`config.mk`:
```
export PLATFORM = sky130hd
export DESIGN_NAME = acc_frame_stats_flat
export DESIGN_NICKNAME = d
export VERILOG_FILES = /design/src/rtl/acc_frame_stats_if.sv /design/src/rtl/acc_frame_stats.sv /design/src/flat_wrapper.sv
export SDC_FILE = /design/constraint.sdc
export NUM_CORES = 1
export LEC_CHECK = 0
export BUFFER_PORTS_ARGS = -buffer_cell sky130_fd_sc_hd__buf_2
export CORE_MARGIN = 2
export CORE_UTILIZATION = 45
export DETAILED_ROUTE_END_ITERATION = 8
export PLACE_DENSITY = 0.66
export SLEW_MARGIN = 5
export SYNTH_ARGS = -nofsm -noshare
export SYNTH_HDL_FRONTEND = slang
export SYNTH_SLANG_ARGS = --single-unit
```
`constraint.sdc`:
```
create_clock -name clk -period 2.5 [get_ports clk]
set_input_delay 0.375 -clock clk [delete_from_list [all_inputs] [get_ports clk]]
set_output_delay 0.375 -clock clk [all_outputs]
set_load 0.02 [all_outputs]
```
`src/rtl/acc_frame_stats_if.sv`:
```
// Sample-in / frame-result-out bundle for acc_frame_stats.
// The slave modport is the stats block; the master modport drives samples and accepts results.
interface acc_frame_stats_if #(
    parameter int unsigned NB_DATA    = 6,
    parameter int unsigned LOG2_FRAME = 2
) ();

    logic                          i_valid;
    logic [NB_DATA-1:0]            i_data;
    logic                          i_overflow;
    logic                          i_ready;
    logic                          o_valid;
    logic [NB_DATA+LOG2_FRAME-1:0] o_sum;
    logic [NB_DATA-1:0]            o_peak;
    logic [LOG2_FRAME:0]           o_ovf_cnt;
    logic                          o_drop;

    modport slave (
        input  i_valid, i_data, i_overflow, i_ready,
        output o_valid, o_sum, o_peak, o_ovf_cnt, o_drop
    );

    modport master (
        output i_valid, i_data, i_overflow, i_ready,
        input  o_valid, o_sum, o_peak, o_ovf_cnt, o_drop
    );

endinterface

```
`src/rtl/acc_frame_stats.sv`:
```
// Frame statistics over the accumulator sample stream: saturates overflowed samples,
// accumulates sum / peak / overflow count per fixed-length frame and queues results
// in a 2-entry buffer. Results that find the buffer full (and no pop) are dropped.
module acc_frame_stats #(
    parameter int unsigned NB_DATA    = 6,
    parameter int unsigned LOG2_FRAME = 2
) (
    input logic              clk,
    input logic              i_rst,
    acc_frame_stats_if.slave bus
);

    localparam int unsigned NB_SUM = NB_DATA + LOG2_FRAME;
    localparam int unsigned NB_OVF = LOG2_FRAME + 1;
    localparam logic [LOG2_FRAME-1:0] CntLast = '1;

    typedef struct packed {
        logic [NB_SUM-1:0]  sum;
        logic [NB_DATA-1:0] peak;
        logic [NB_OVF-1:0]  ovf;
    } result_t;

    logic [NB_DATA-1:0]    sample;
    logic                  frame_done;
    result_t               frame_res;

    logic [LOG2_FRAME-1:0] cnt_q, cnt_d;
    logic [NB_SUM-1:0]     sum_q, sum_d;
    logic [NB_DATA-1:0]    peak_q, peak_d;
    logic [NB_OVF-1:0]     ovf_q, ovf_d;

    result_t               head_q, head_d;
    result_t               tail_q, tail_d;
    logic [1:0]            count_q, count_d;
    logic                  drop_q, drop_d;
    logic                  push, pop;

    assign sample = bus.i_overflow ? {NB_DATA{1'b1}} : bus.i_data;

    // Running frame statistics including the current sample; cleared after the last one.
    always_comb begin
        frame_res.sum  = sum_q + NB_SUM'(sample);
        frame_res.peak = (sample > peak_q) ? sample : peak_q;
        frame_res.ovf  = ovf_q + NB_OVF'(bus.i_overflow);
        frame_done     = bus.i_valid && (cnt_q == CntLast);

        cnt_d  = cnt_q;
        sum_d  = sum_q;
        peak_d = peak_q;
        ovf_d  = ovf_q;
        if (frame_done) begin
            cnt_d  = '0;
            sum_d  = '0;
            peak_d = '0;
            ovf_d  = '0;
        end else if (bus.i_valid) begin
            cnt_d  = cnt_q + LOG2_FRAME'(1);
            sum_d  = frame_res.sum;
            peak_d = frame_res.peak;
            ovf_d  = frame_res.ovf;
        end
    end

    // Two-entry result buffer; head is what the outputs show, tail is the second slot.
    always_comb begin
        push    = frame_done;
        pop     = (count_q != 2'd0) && bus.i_ready;
        head_d  = head_q;
        tail_d  = tail_q;
        count_d = count_q;
        drop_d  = drop_q;

        unique case (count_q)
            2'd0: begin
                if (push) begin
                    head_d  = frame_res;
                    count_d = 2'd1;
                end
            end
            2'd1: begin
                if (push && pop) begin
                    head_d = frame_res;
                end else if (push) begin
                    tail_d  = frame_res;
                    count_d = 2'd2;
                end else if (pop) begin
                    count_d = 2'd0;
                end
            end
            2'd2: begin
                if (push && pop) begin
                    head_d = tail_q;
                    tail_d = frame_res;
                end else if (push) begin
                    // No room and nobody draining: this frame is lost.
                    drop_d = 1'b1;
                end else if (pop) begin
                    head_d  = tail_q;
                    count_d = 2'd1;
                end
            end
            default: begin
                count_d = '0;
            end
        endcase
    end

    // State registers with synchronous reset; a partial frame is discarded on reset.
    always_ff @(posedge clk) begin
        if (i_rst) begin
            cnt_q   <= '0;
            sum_q   <= '0;
            peak_q  <= '0;
            ovf_q   <= '0;
            head_q  <= '0;
            tail_q  <= '0;
            count_q <= '0;
            drop_q  <= 1'b0;
        end else begin
            cnt_q   <= cnt_d;
            sum_q   <= sum_d;
            peak_q  <= peak_d;
            ovf_q   <= ovf_d;
            head_q  <= head_d;
            tail_q  <= tail_d;
            count_q <= count_d;
            drop_q  <= drop_d;
        end
    end

    // Outputs are a mux of registered state; zero whenever the buffer is empty.
    assign bus.o_valid   = (count_q != 2'd0);
    assign bus.o_sum     = bus.o_valid ? head_q.sum  : '0;
    assign bus.o_peak    = bus.o_valid ? head_q.peak : '0;
    assign bus.o_ovf_cnt = bus.o_valid ? head_q.ovf  : '0;
    assign bus.o_drop    = drop_q;

endmodule
```
`src/flat_wrapper.sv`:
```
// flat-port wrapper written by rule: the top's interface ports become plain ports
module acc_frame_stats_flat 
#(
    parameter int unsigned NB_DATA    = 6,
    parameter int unsigned LOG2_FRAME = 2
)
  (clk, i_rst, bus_i_valid, bus_i_data, bus_i_overflow, bus_i_ready, bus_o_valid, bus_o_sum, bus_o_peak, bus_o_ovf_cnt, bus_o_drop);
  acc_frame_stats_if #(.NB_DATA(NB_DATA), .LOG2_FRAME(LOG2_FRAME)) bus_i ();
  input logic clk;
  input logic i_rst;
  input wire logic [$bits(bus_i.i_valid)-1:0] bus_i_valid;
  input wire logic [$bits(bus_i.i_data)-1:0] bus_i_data;
  input wire logic [$bits(bus_i.i_overflow)-1:0] bus_i_overflow;
  input wire logic [$bits(bus_i.i_ready)-1:0] bus_i_ready;
  output wire logic [$bits(bus_i.o_valid)-1:0] bus_o_valid;
  output wire logic [$bits(bus_i.o_sum)-1:0] bus_o_sum;
  output wire logic [$bits(bus_i.o_peak)-1:0] bus_o_peak;
  output wire logic [$bits(bus_i.o_ovf_cnt)-1:0] bus_o_ovf_cnt;
  output wire logic [$bits(bus_i.o_drop)-1:0] bus_o_drop;
  assign bus_i.i_valid = bus_i_valid;
  assign bus_i.i_data = bus_i_data;
  assign bus_i.i_overflow = bus_i_overflow;
  assign bus_i.i_ready = bus_i_ready;
  assign bus_o_valid = bus_i.o_valid;
  assign bus_o_sum = bus_i.o_sum;
  assign bus_o_peak = bus_i.o_peak;
  assign bus_o_ovf_cnt = bus_i.o_ovf_cnt;
  assign bus_o_drop = bus_i.o_drop;
  acc_frame_stats #(.NB_DATA(NB_DATA), .LOG2_FRAME(LOG2_FRAME)) u_core (.clk(clk), .i_rst(i_rst), .bus(bus_i));
endmodule
```
==> results.py, run 1 <==
metrics = {
    "clocking": {
        "root_buffer": "clkbuf_8",
        "cts_hold_buffers": 0,
        "cts_tree": "yes",
        "clk_pin_slew_ns": 0.11,
        "cts.htree.levels": 2,
        "clk_latency_ns": 0.32,
        "postCtsResizedCells": 0,
        "post_cts_buffers": 0,
        "clkSinkCount": 56,
        "clk_path_buf_depth": 2,
        "cts_buffers": 5,
    },
    "sta": {
        "finalSetupViolCount": 0,
        "tightestPinTransition_ns": 1.22,
        "rsz0062_at_grt": "false",
        "finalCritPeriodShare_pct": 87.4,
        "finClkSkew_ns": 0.0109,
        "maxSlewViolCount": 0,
        "period_minus_slack_ns": 2.18,
        "finalSetupTns_ns": 0,
        "hold_viol_final": 0,
        "clock.fmax_mhz": 458,
        "relSlewSlack_pct": 18.9,
        "fin_ws_ns": 0.316,
    },
    "global_route": {
        "grt.overflow.total": 0,
        "grt_pass1_vias": 2438,
        "grt_max_degree": 27,
        "antenna_found_initial": 0,
        "grt_pass1_wl_mm": 12.2,
        "grt_use_total_pct": 20.9,
    },
    "placed_design": {
        "dp_hpwl_mm": 5.56,
        "dpl-instance-area_sq_um": 3330,
        "port_buffers": 29,
        "place_congestion": 0.847,
        "post-place-ws_ns": -0.00605,
    },
    "yosys": {
        "ys_warn_count": 0,
        "synth_edf_count": 0,
        "synth_cell_types": 51,
        "syn_avg_cell_area_sq_um": 8.53,
        "synth.net_count": 377,
        "synth-main-ff-cell": "dfxtp_1",
        "synth_seq_area_share_pct": 37.6,
        "synth_cells": 350,
        "ys_ff_latch": 56,
        "ys_async_sr_fraction_pct": 0,
        "syn_area_sq_um": 2990,
    },
    "finish": {
        "fin_area_sq_um": 3420,
        "final_util_pct": 53.6,
        "num_antenna_cells": 0,
        "drive_gt1_share_pct": 19.0,
        "nNetsFinal": 421,
        "area_growth_pct": 14.7,
    },
    "hold_path": {
        "hold_path.class": "in2reg",
    },
    "route": {
        "viasPerCell": 5.76,
        "drtAntennaViolNets": 0,
        "routedWlPerCell_um": 15.9,
        "first_iter_violations": 129,
        "vias": 2718,
        "drtPass1Iterations": 5,
        "drt-total-wl_mm": 7.51,
        "drc": 0,
    },
    "floorplanning": {
        "ios": 30,
        "core_sq_um": 6390,
        "initial_core_util_pct": 46.7,
        "die_x_um": 85.5,
        "die_h_um": 85.5,
        "dieArea_sq_um": 7300,
        "rows": 29,
    },
    "power": {
        "netSwitchingPower_uw": 672,
        "pwr-share-clk_pct": 26.1,
        "p_leak_nw": 1.45,
        "p_sw_share_pct": 32.6,
        "p_int_mw": 1.39,
        "combPwrFrac_pct": 26.8,
        "irDropWorstVdd_mv": 0.251,
        "power.density_nw_per_um2": 601,
        "power_mw": 2.06,
        "power_frac_seq_pct": 47.1,
    },
    "critical_path": {
        "end_kind": "flop",
        "arrival_ns": 2.44,
        "critical_path_class": "in2reg",
        "regToRegSetupSlack_ns": 0.32,
        "worst_ep_required_time_ns": 2.75,
        "critPathLaunchType": "input pin",
        "critPathMaxFanout": 8,
    },
    "status": {
        "status": "complete, no violations",
    },
    "job": {
        "cap_violations": 0,
    },
}
==> final timing paths <==
kind,from,to,depth (start not counted)
worst max-delay path,bus_i_overflow,u_core.tail_q[8],10
worst min-delay path,bus_i_ready,u_core.bus.o_drop,4
worst min register to register,u_core.head_q[2],u_core.head_q[2],2
worst max register to register,u_core.cnt_q[0],u_core.head_q[8],5
==> metrics by stage <==
step	hold slack, ns	cells
floorplan	0.427	350
global placement	0.437	464
detailed placement	0.451	464
CTS	0.428	472
global route	0.439	472
finish	0.438	472
==> logic make-up (layout without fill, tap and decap cells) <==
group	Yosys count	count (layout)	synth area share (%)
and+or+nand+nor	120	120	19.7
DFF	56	56	37.6
muxes	15	15	5.03
xor gates and xnor gates	6	6	1.76
AOI/OAI and AO/OA	101	101	23.5
buffers and inverters	36	81	5.53
adders and majority gates	16	16	6.96
==> routing by layer <==
layer / track usage [%] / wire [um] / share of wire [%]
met5: 0 / 0 / 0
met4: 7.07 / 150 / 2.0
met3: 3.21 / 334 / 4.4
met2: 34.4 / 3580 / 48
met1: 27.9 / 3440 / 46
==> power by group through the flow <==
stage / registers [mW] / logic, mW / clock network, mW
floorplan: 0.981 / 0.389 / 0
global placement: 0.989 / 0.526 / 0
detailed placement: 0.991 / 0.546 / 0
CTS: 0.971 / 0.547 / 0.549
global route: 0.978 / 0.606 / 0.591
finish: 0.971 / 0.551 / 0.537
==> cells in the final DEF, fill, tap and decap left out, types with 3 or more instances in the layout <==
cell	instances
inv_1	17
dfxtp_1	56
o32ai_1	6
mux2i_1	15
a21oi_1	23
nand2_1	29
nor2_1	45
a31o_1	6
a311oi_1	5
xnor2_1	4
nand2b_1	4
clkbuf_8	5
o22ai_1	11
buf_2	29
a211oi_1	13
o21ai_0	16
a21o_1	3
ha_1	15
nor2b_1	19
buf_4	27
and3_1	7
==> cells in the mapped netlist (3+ instances only) <==
cell type / instances / area share [%]
dfxtp_1: 56 / 38
nor2_1: 45 / 5.7
nand2_1: 29 / 3.6
a21oi_1: 23 / 3.9
nor2b_1: 19 / 4.0
inv_1: 17 / 2.1
o21ai_0: 16 / 2.7
ha_1: 15 / 6.3
mux2i_1: 15 / 5.0
a211oi_1: 13 / 3.3
o22ai_1: 11 / 2.3
clkbuf_1: 9 / 1.1
and3_1: 7 / 1.5
a31o_1: 6 / 1.8
buf_2: 6 / 1.0
o32ai_1: 6 / 1.8
a311oi_1: 5 / 1.5
nand2b_1: 4 / 0.84
xnor2_1: 4 / 1.2
a21o_1: 3 / 0.75
==> flip-flops by register name, indices dropped and copies added, names as in the netlist <==
name / flops
u_core.tail_q: 17
u_core.count_q: 2
u_core.ovf_q: 3
u_core.cnt_q: 2
u_core.peak_q: 6
u_core.sum_q: 8
u_core.head_q: 17
u_core.bus.o_drop: 1
==> worst max-delay path: stages <==
cell and delay, ns:
buf_2 0.12, buf_4 0.15, nor2_1 0.16, inv_1 0.10, ha_1 0.32, and4_4 0.19, o21a_4 0.14, or3_1 0.45
a31o_1 0.28, o22ai_2 0.16
==> final cells by class <==
type | instances | area [sq um]
well taps | 77 | 96.3
fillers | 597 | 2960
inverters | 17 | 63.8
multi-input cells | 258 | 1700
repair buffers | 56 | 348
flip-flops and latches | 56 | 1120
clock inverters | 3 | 27.5
clock buffers | 5 | 68.8
Note: power is estimated with default switching activity, not from simulation.
==> run 2: changes to the inputs <==
Settings changed: PLACE_DENSITY 0.66 to not set.
Clock period 2.5 ns to 2.2 ns, I/O delays scaled along.
==> results.py, run 2 (same netlist as run 1, synthesis figures left out) <==
metrics = {
    "status": {
        "status": "complete, no violations",
    },
    "clocking": {
        "clk_latency_ns": 0.31,
        "cts.htree.levels": 2,
        "clk_path_buf_depth": 2,
        "cts_hold_buffers": 0,
        "clk_pin_slew_ns": 0.10,
        "root_buffer": "clkbuf_8",
        "post_cts_buffers": 0,
        "clkSinkCount": 56,
        "cts_buffers": 5,
        "postCtsResizedCells": 0,
        "cts_tree": "yes",
    },
    "route": {
        "wl_met3_um": 269,
        "wl_met1_mm": 3.56,
        "met2_length_mm": 3.46,
        "first_iter_violations": 93,
        "drtPass1Iterations": 4,
        "highest_layer": "met4",
        "drtAntennaViolNets": 0,
        "vias": 2667,
        "drt-total-wl_mm": 7.35,
        "viasPerCell": 5.53,
        "drc": 0,
        "routedWlPerCell_um": 15.2,
    },
    "critical_path": {
        "critPathMaxFanout": 3,
        "arrival_ns": 2.28,
        "critPathLaunchType": "flop",
        "critical_path_class": "reg2reg",
        "end_kind": "flop",
        "worst_ep_required_time_ns": 2.41,
    },
    "power": {
        "p_leak_nw": 1.50,
        "power.density_nw_per_um2": 671,
        "irDropWorstVdd_mv": 0.370,
        "power_frac_seq_pct": 47.0,
        "netSwitchingPower_uw": 742,
        "power_mw": 2.35,
        "combPwrFrac_pct": 28.3,
        "p_int_mw": 1.61,
        "pwr-share-clk_pct": 24.7,
        "p_sw_share_pct": 31.6,
    },
    "global_route": {
        "grt_max_degree": 27,
        "antenna_found_initial": 0,
        "grt_pass1_wl_mm": 12.2,
        "grt_pass1_vias": 2497,
        "grt_use_total_pct": 21.2,
        "grt.overflow.total": 0,
    },
    "sta": {
        "rsz0062_at_grt": "false",
        "fin_ws_ns": 0.126,
        "tightestPinTransition_ns": 0.630,
        "finClkSkew_ns": 0.00882,
        "relSlewSlack_pct": 57.9,
        "clock.fmax_mhz": 482,
        "finalCritPeriodShare_pct": 94.3,
        "period_minus_slack_ns": 2.07,
        "hold_viol_final": 0,
        "whs_ns": 0.395,
        "maxSlewViolCount": 0,
        "finalSetupTns_ns": 0,
        "finalSetupViolCount": 0,
    },
    "finish": {
        "num_antenna_cells": 0,
        "layout_commonest_cell": "dfxtp_1",
        "area_growth_pct": 17.3,
        "top_regs": "u_core.head_q: 17 flops, u_core.tail_q: 17 flops, u_core.sum_q: 8 flops",
        "nNetsFinal": 431,
        "layout_common_cells": "56 x dfxtp_1, 44 x nor2_1, 37 x buf_4",
        "drive_gt1_share_pct": 21.5,
        "instances_no_fill": 482,
    },
    "hold_path": {
        "hold_path.class": "in2reg",
    },
    "floorplanning": {
        "die_x_um": 85.5,
        "die_h_um": 85.5,
        "initial_core_util_pct": 46.7,
        "ios": 30,
        "dieArea_sq_um": 7300,
        "rows": 29,
        "core_sq_um": 6390,
    },
    "placed_design": {
        "dp_cells": 474,
        "port_buffers": 29,
        "dp_hpwl_mm": 5.52,
        "place_congestion": 0.879,
        "post-place-ws_ns": -0.230,
    },
    "job": {
        "cap_violations": 0,
    },
}
run 2: changes by cell type in the layout (fill, tap and decap cells not counted), sizes merged:
| cell | delta |
|---|---|
| clkinvlp | -1 |
| clkinv | +1 |
| buf | +10 |
run 2: final timing paths:
kind         cells after the start           endpoint  slack, ns             start
max                              7    u_core.sum_q[6]       0.13   u_core.sum_q[0]
min                              4  u_core.bus.o_drop       0.39       bus_i_ready
max reg2reg                      7    u_core.sum_q[6]       0.13   u_core.sum_q[0]
min reg2reg                      2   u_core.head_q[2]       0.46  u_core.head_q[2]
run 2: layout make-up:
type | instances | area [sq um]
clock buffers | 5 | 68.8
clock inverters | 3 | 22.5
fillers | 626 | 2880
inverters | 17 | 63.8
multi-input cells | 258 | 1710
flip-flops and latches | 56 | 1120
well taps | 77 | 96.3
repair buffers | 66 | 423
run 2: through the flow:
step	instance area (sq um)	utilization, %
after detailed placement	3410	53.4
final	3500	54.8
after floorplan	2990	-
after global placement	3410	53.4
after CTS	3500	54.8
after global routing	3500	54.8
run 2: power groups by stage:
stage / clock network (mW) / registers [mW] / logic (mW)
final: 0.579 / 1.10 / 0.665
after global placement: 0 / 1.13 / 0.650
after detailed placement: 0 / 1.13 / 0.661
after global routing: 0.635 / 1.11 / 0.743
after CTS: 0.595 / 1.10 / 0.664
after floorplan: 0 / 1.11 / 0.446
run 2: metal layers:
| metal | vias to the layer above | track usage [%] |
|---|---|---|
| met5 | - | 0 |
| met4 | 0 | 5.19 |
| met3 | 4 | 3.89 |
| met2 | 44 | 33.9 |
| met1 | 1256 | 29.5 |
| li1 | 1363 | - |
run 2: worst max-delay path, cell delays in order, from the launching register on:
cell and delay, ns:
dfxtp_1 0.33, ha_1 0.22, fa_1 0.40, a211oi_2 0.23, nor3_1 0.08, or3b_2 0.47
mux2i_1 0.19, nor2_1 0.05
==> run 3: changes to the inputs <==
Settings changed: ABC_AREA set to 1.
==> results.py, run 3 <==
metrics = {
    "status": {
        "status": "complete, no violations",
    },
    "route": {
        "first_iter_violations": 148,
        "viasPerCell": 4.97,
        "drc": 0,
        "vias": 2767,
        "routedWlPerCell_um": 12.9,
        "drtAntennaViolNets": 0,
        "drtPass1Iterations": 4,
        "drt-total-wl_mm": 7.21,
    },
    "yosys": {
        "ys_async_sr_fraction_pct": 0,
        "ys_top_cells_by_area": "dfxtp_1 37%, nand2_1 9.5%, inv_1 9.0%",
        "synth_cells": 451,
        "synth_fa_ha_area_share_pct": 6.85,
        "synth_seq_area_share_pct": 37.0,
        "syn_avg_cell_area_sq_um": 6.72,
        "synthDominantCellAreaShare_pct": 37.0,
        "ys_top_cells_by_count": "77 x nand2_1, 73 x inv_1, 56 x dfxtp_1",
        "synth_top_family_by_area": "simple AND/OR/NAND/NOR gates",
        "synth.net_count": 478,
        "synthMuxAreaShare_pct": 0,
        "synth-main-ff-cell": "dfxtp_1",
        "ys_ff_latch": 56,
        "synth-xor-area-share_pct": 1.45,
        "synthSimpleGateAreaFrac_pct": 25.3,
        "synth_cell_types": 28,
        "synth_compound_area_share_pct": 16.8,
        "synth_largest_area_cell": "dfxtp_1",
        "ys_warn_count": 0,
        "synth_edf_count": 0,
        "yosysMostFrequentCell": "nand2_1",
        "syn_area_sq_um": 3030,
    },
    "power": {
        "power_mw": 2.24,
        "p_leak_nw": 1.73,
        "power.density_nw_per_um2": 661,
        "pwr-share-clk_pct": 31.3,
        "netSwitchingPower_uw": 680,
        "irDropWorstVdd_mv": 0.390,
        "p_sw_share_pct": 30.4,
        "combPwrFrac_pct": 20.4,
        "power_frac_seq_pct": 48.3,
        "p_int_mw": 1.56,
    },
    "finish": {
        "top_regs": "u_core.head_q: 17 flops, u_core.tail_q: 17 flops, u_core.sum_q: 8 flops",
        "num_antenna_cells": 0,
        "drive_gt1_share_pct": 12.7,
        "nNetsFinal": 506,
        "nFillCells": 644,
        "layout_common_cells": "77 x nand2_1, 73 x inv_1, 56 x dfxtp_1",
        "layout_commonest_cell": "nand2_1",
        "area_growth_pct": 11.7,
    },
    "clocking": {
        "post_cts_buffers": 0,
        "clk_latency_ns": 0.31,
        "clk_pin_slew_ns": 0.11,
        "cts_buffers": 5,
        "root_buffer": "clkbuf_8",
        "clk_path_buf_depth": 2,
        "clkSinkCount": 56,
        "cts_hold_buffers": 0,
        "cts.htree.levels": 2,
        "cts_tree": "yes",
        "postCtsResizedCells": 1,
    },
    "global_route": {
        "antenna_found_initial": 0,
        "grt_pass1_wl_mm": 12.2,
        "grt_pass1_vias": 2530,
        "grt.overflow.total": 0,
        "grt_use_total_pct": 20.8,
        "grt_max_degree": 37,
    },
    "sta": {
        "clock.fmax_mhz": 535,
        "relSlewSlack_pct": 56.8,
        "finalCritPeriodShare_pct": 84.9,
        "finalSetupTns_ns": 0,
        "tightestPinTransition_ns": 0.647,
        "finalSetupViolCount": 0,
        "hold_viol_final": 0,
        "rsz0062_at_grt": "false",
        "period_minus_slack_ns": 1.87,
        "maxSlewViolCount": 0,
        "finClkSkew_ns": 0.00605,
    },
    "critical_path": {
        "reg2reg_depth": 11,
        "cp_slowest_cell": "nor2_2",
        "critPathMaxFanout": 18,
        "crit_chain": "nor2_2 -> nor2_1 -> buf_2",
        "cp-startpoint": "u_core.count_q[0]",
        "regToRegSetupSlack_ns": 0.34,
        "cp_slowest_stage_delay_ns": 0.53,
        "r2r-start": "u_core.peak_q[5]",
        "end_kind": "primary output",
        "r2r_end": "u_core.tail_q[3]",
        "worst_ep_required_time_ns": 1.87,
        "critical_path_class": "reg2out",
        "critPathLaunchType": "flop",
        "arrival_ns": 1.54,
    },
    "hold_path": {
        "whs_endpoint": "u_core.count_q[1]",
        "hold_start": "i_rst",
        "hold_path.class": "in2reg",
        "worstHoldPathCells": 2,
    },
    "floorplanning": {
        "rows": 29,
        "core_sq_um": 6420,
        "die_h_um": 86.1,
        "initial_core_util_pct": 47.2,
        "dieArea_sq_um": 7410,
        "die_x_um": 86.1,
        "ios": 30,
    },
    "placed_design": {
        "dp_hpwl_mm": 5.22,
        "port_buffers": 29,
        "place_congestion": 0.848,
    },
    "job": {
        "cap_violations": 0,
    },
}
-- run 3: cell count changes after synthesis, moves of 7 or more --
cell,change
inv_1,+56
a211oi_1,-13
nor2b_1,-19
o22ai_1,-11
a21oi_1,+28
nand3_1,+46
mux2i_1,-15
o21ai_0,+20
nand2_1,+48
and3_1,-7
-- run 3: logic make-up (layout without fill, tap and decap cells) --
group,Yosys count,in the layout
compound gates,97,97
xor+xnor,5,5
fa+ha+maj,16,16
buf+inv,97,126
flops,56,56
simple gates,180,180
-- run 3: worst max-delay path: cells and delay by family (launching register included) --
family                 cells  cell delay (ns)
and+or+nand+nor            2             0.62
buffers and inverters      1             0.18
DFF                        1             0.41
-- run 3: how the worst max path moves through the flow --
stage | endpoint | slack (ns) | depth (start not counted)
finish | bus_o_ovf_cnt[2] | 0.33 | 3
global route | u_core.tail_q[4] | 0.12 | 11
CTS | bus_o_ovf_cnt[2] | 0.28 | 3
detailed placement | u_core.tail_q[3] | 0.06 | 13
global placement | u_core.tail_q[3] | 0.09 | 13
floorplan | u_core.tail_q[15] | 0.44 | 12
-- run 3: stage by stage --
step	worst slack, ns	cell area [sq um]	utilization (%)	hold slack, ns	cells
floorplan	0.441	3030	-	0.399	451
finish	0.332	3380	52.7	0.188	557
global route	0.119	3380	52.7	0.182	557
global placement	0.0871	3270	50.9	0.433	549
CTS	0.280	3380	52.7	0.178	557
detailed placement	0.0566	3270	50.9	0.440	549
-- run 3: final cells by class --
type	instances	area (sq um)	area share, %
Multi-Input combinational cell	298	1530	45.2
Sequential cell	56	1120	33.1
Inverter	77	289	8.54
Timing Repair Buffer	41	235	6.95
Tap cell	77	96.3	2.85
Clock buffer	6	72.6	2.14
Clock inverter	2	38.8	1.15
-- run 3: per-layer routing --
| layer | share of wire [%] | up-vias | global-route usage (%) | wire length [um] |
|---|---|---|---|---|
| met5 | 0 | - | 0 | 0 |
| met4 | 1.1 | 0 | 5.77 | 82 |
| met3 | 4.7 | 7 | 3.18 | 339 |
| met2 | 42 | 80 | 31.3 | 3020 |
| met1 | 52 | 1197 | 30.6 | 3770 |
| li1 | - | 1483 | - | - |
-- run 3: power groups by stage --
stage          logic (mW)  clock network (mW)  registers [mW]
2_1_floorplan       0.335                   0            1.10
3_3_place_gp        0.451                   0            1.10
3_5_place_dp        0.455                   0            1.10
4_1_cts             0.457               0.719            1.08
5_1_grt             0.530               0.754            1.09
6_report            0.458               0.701            1.08
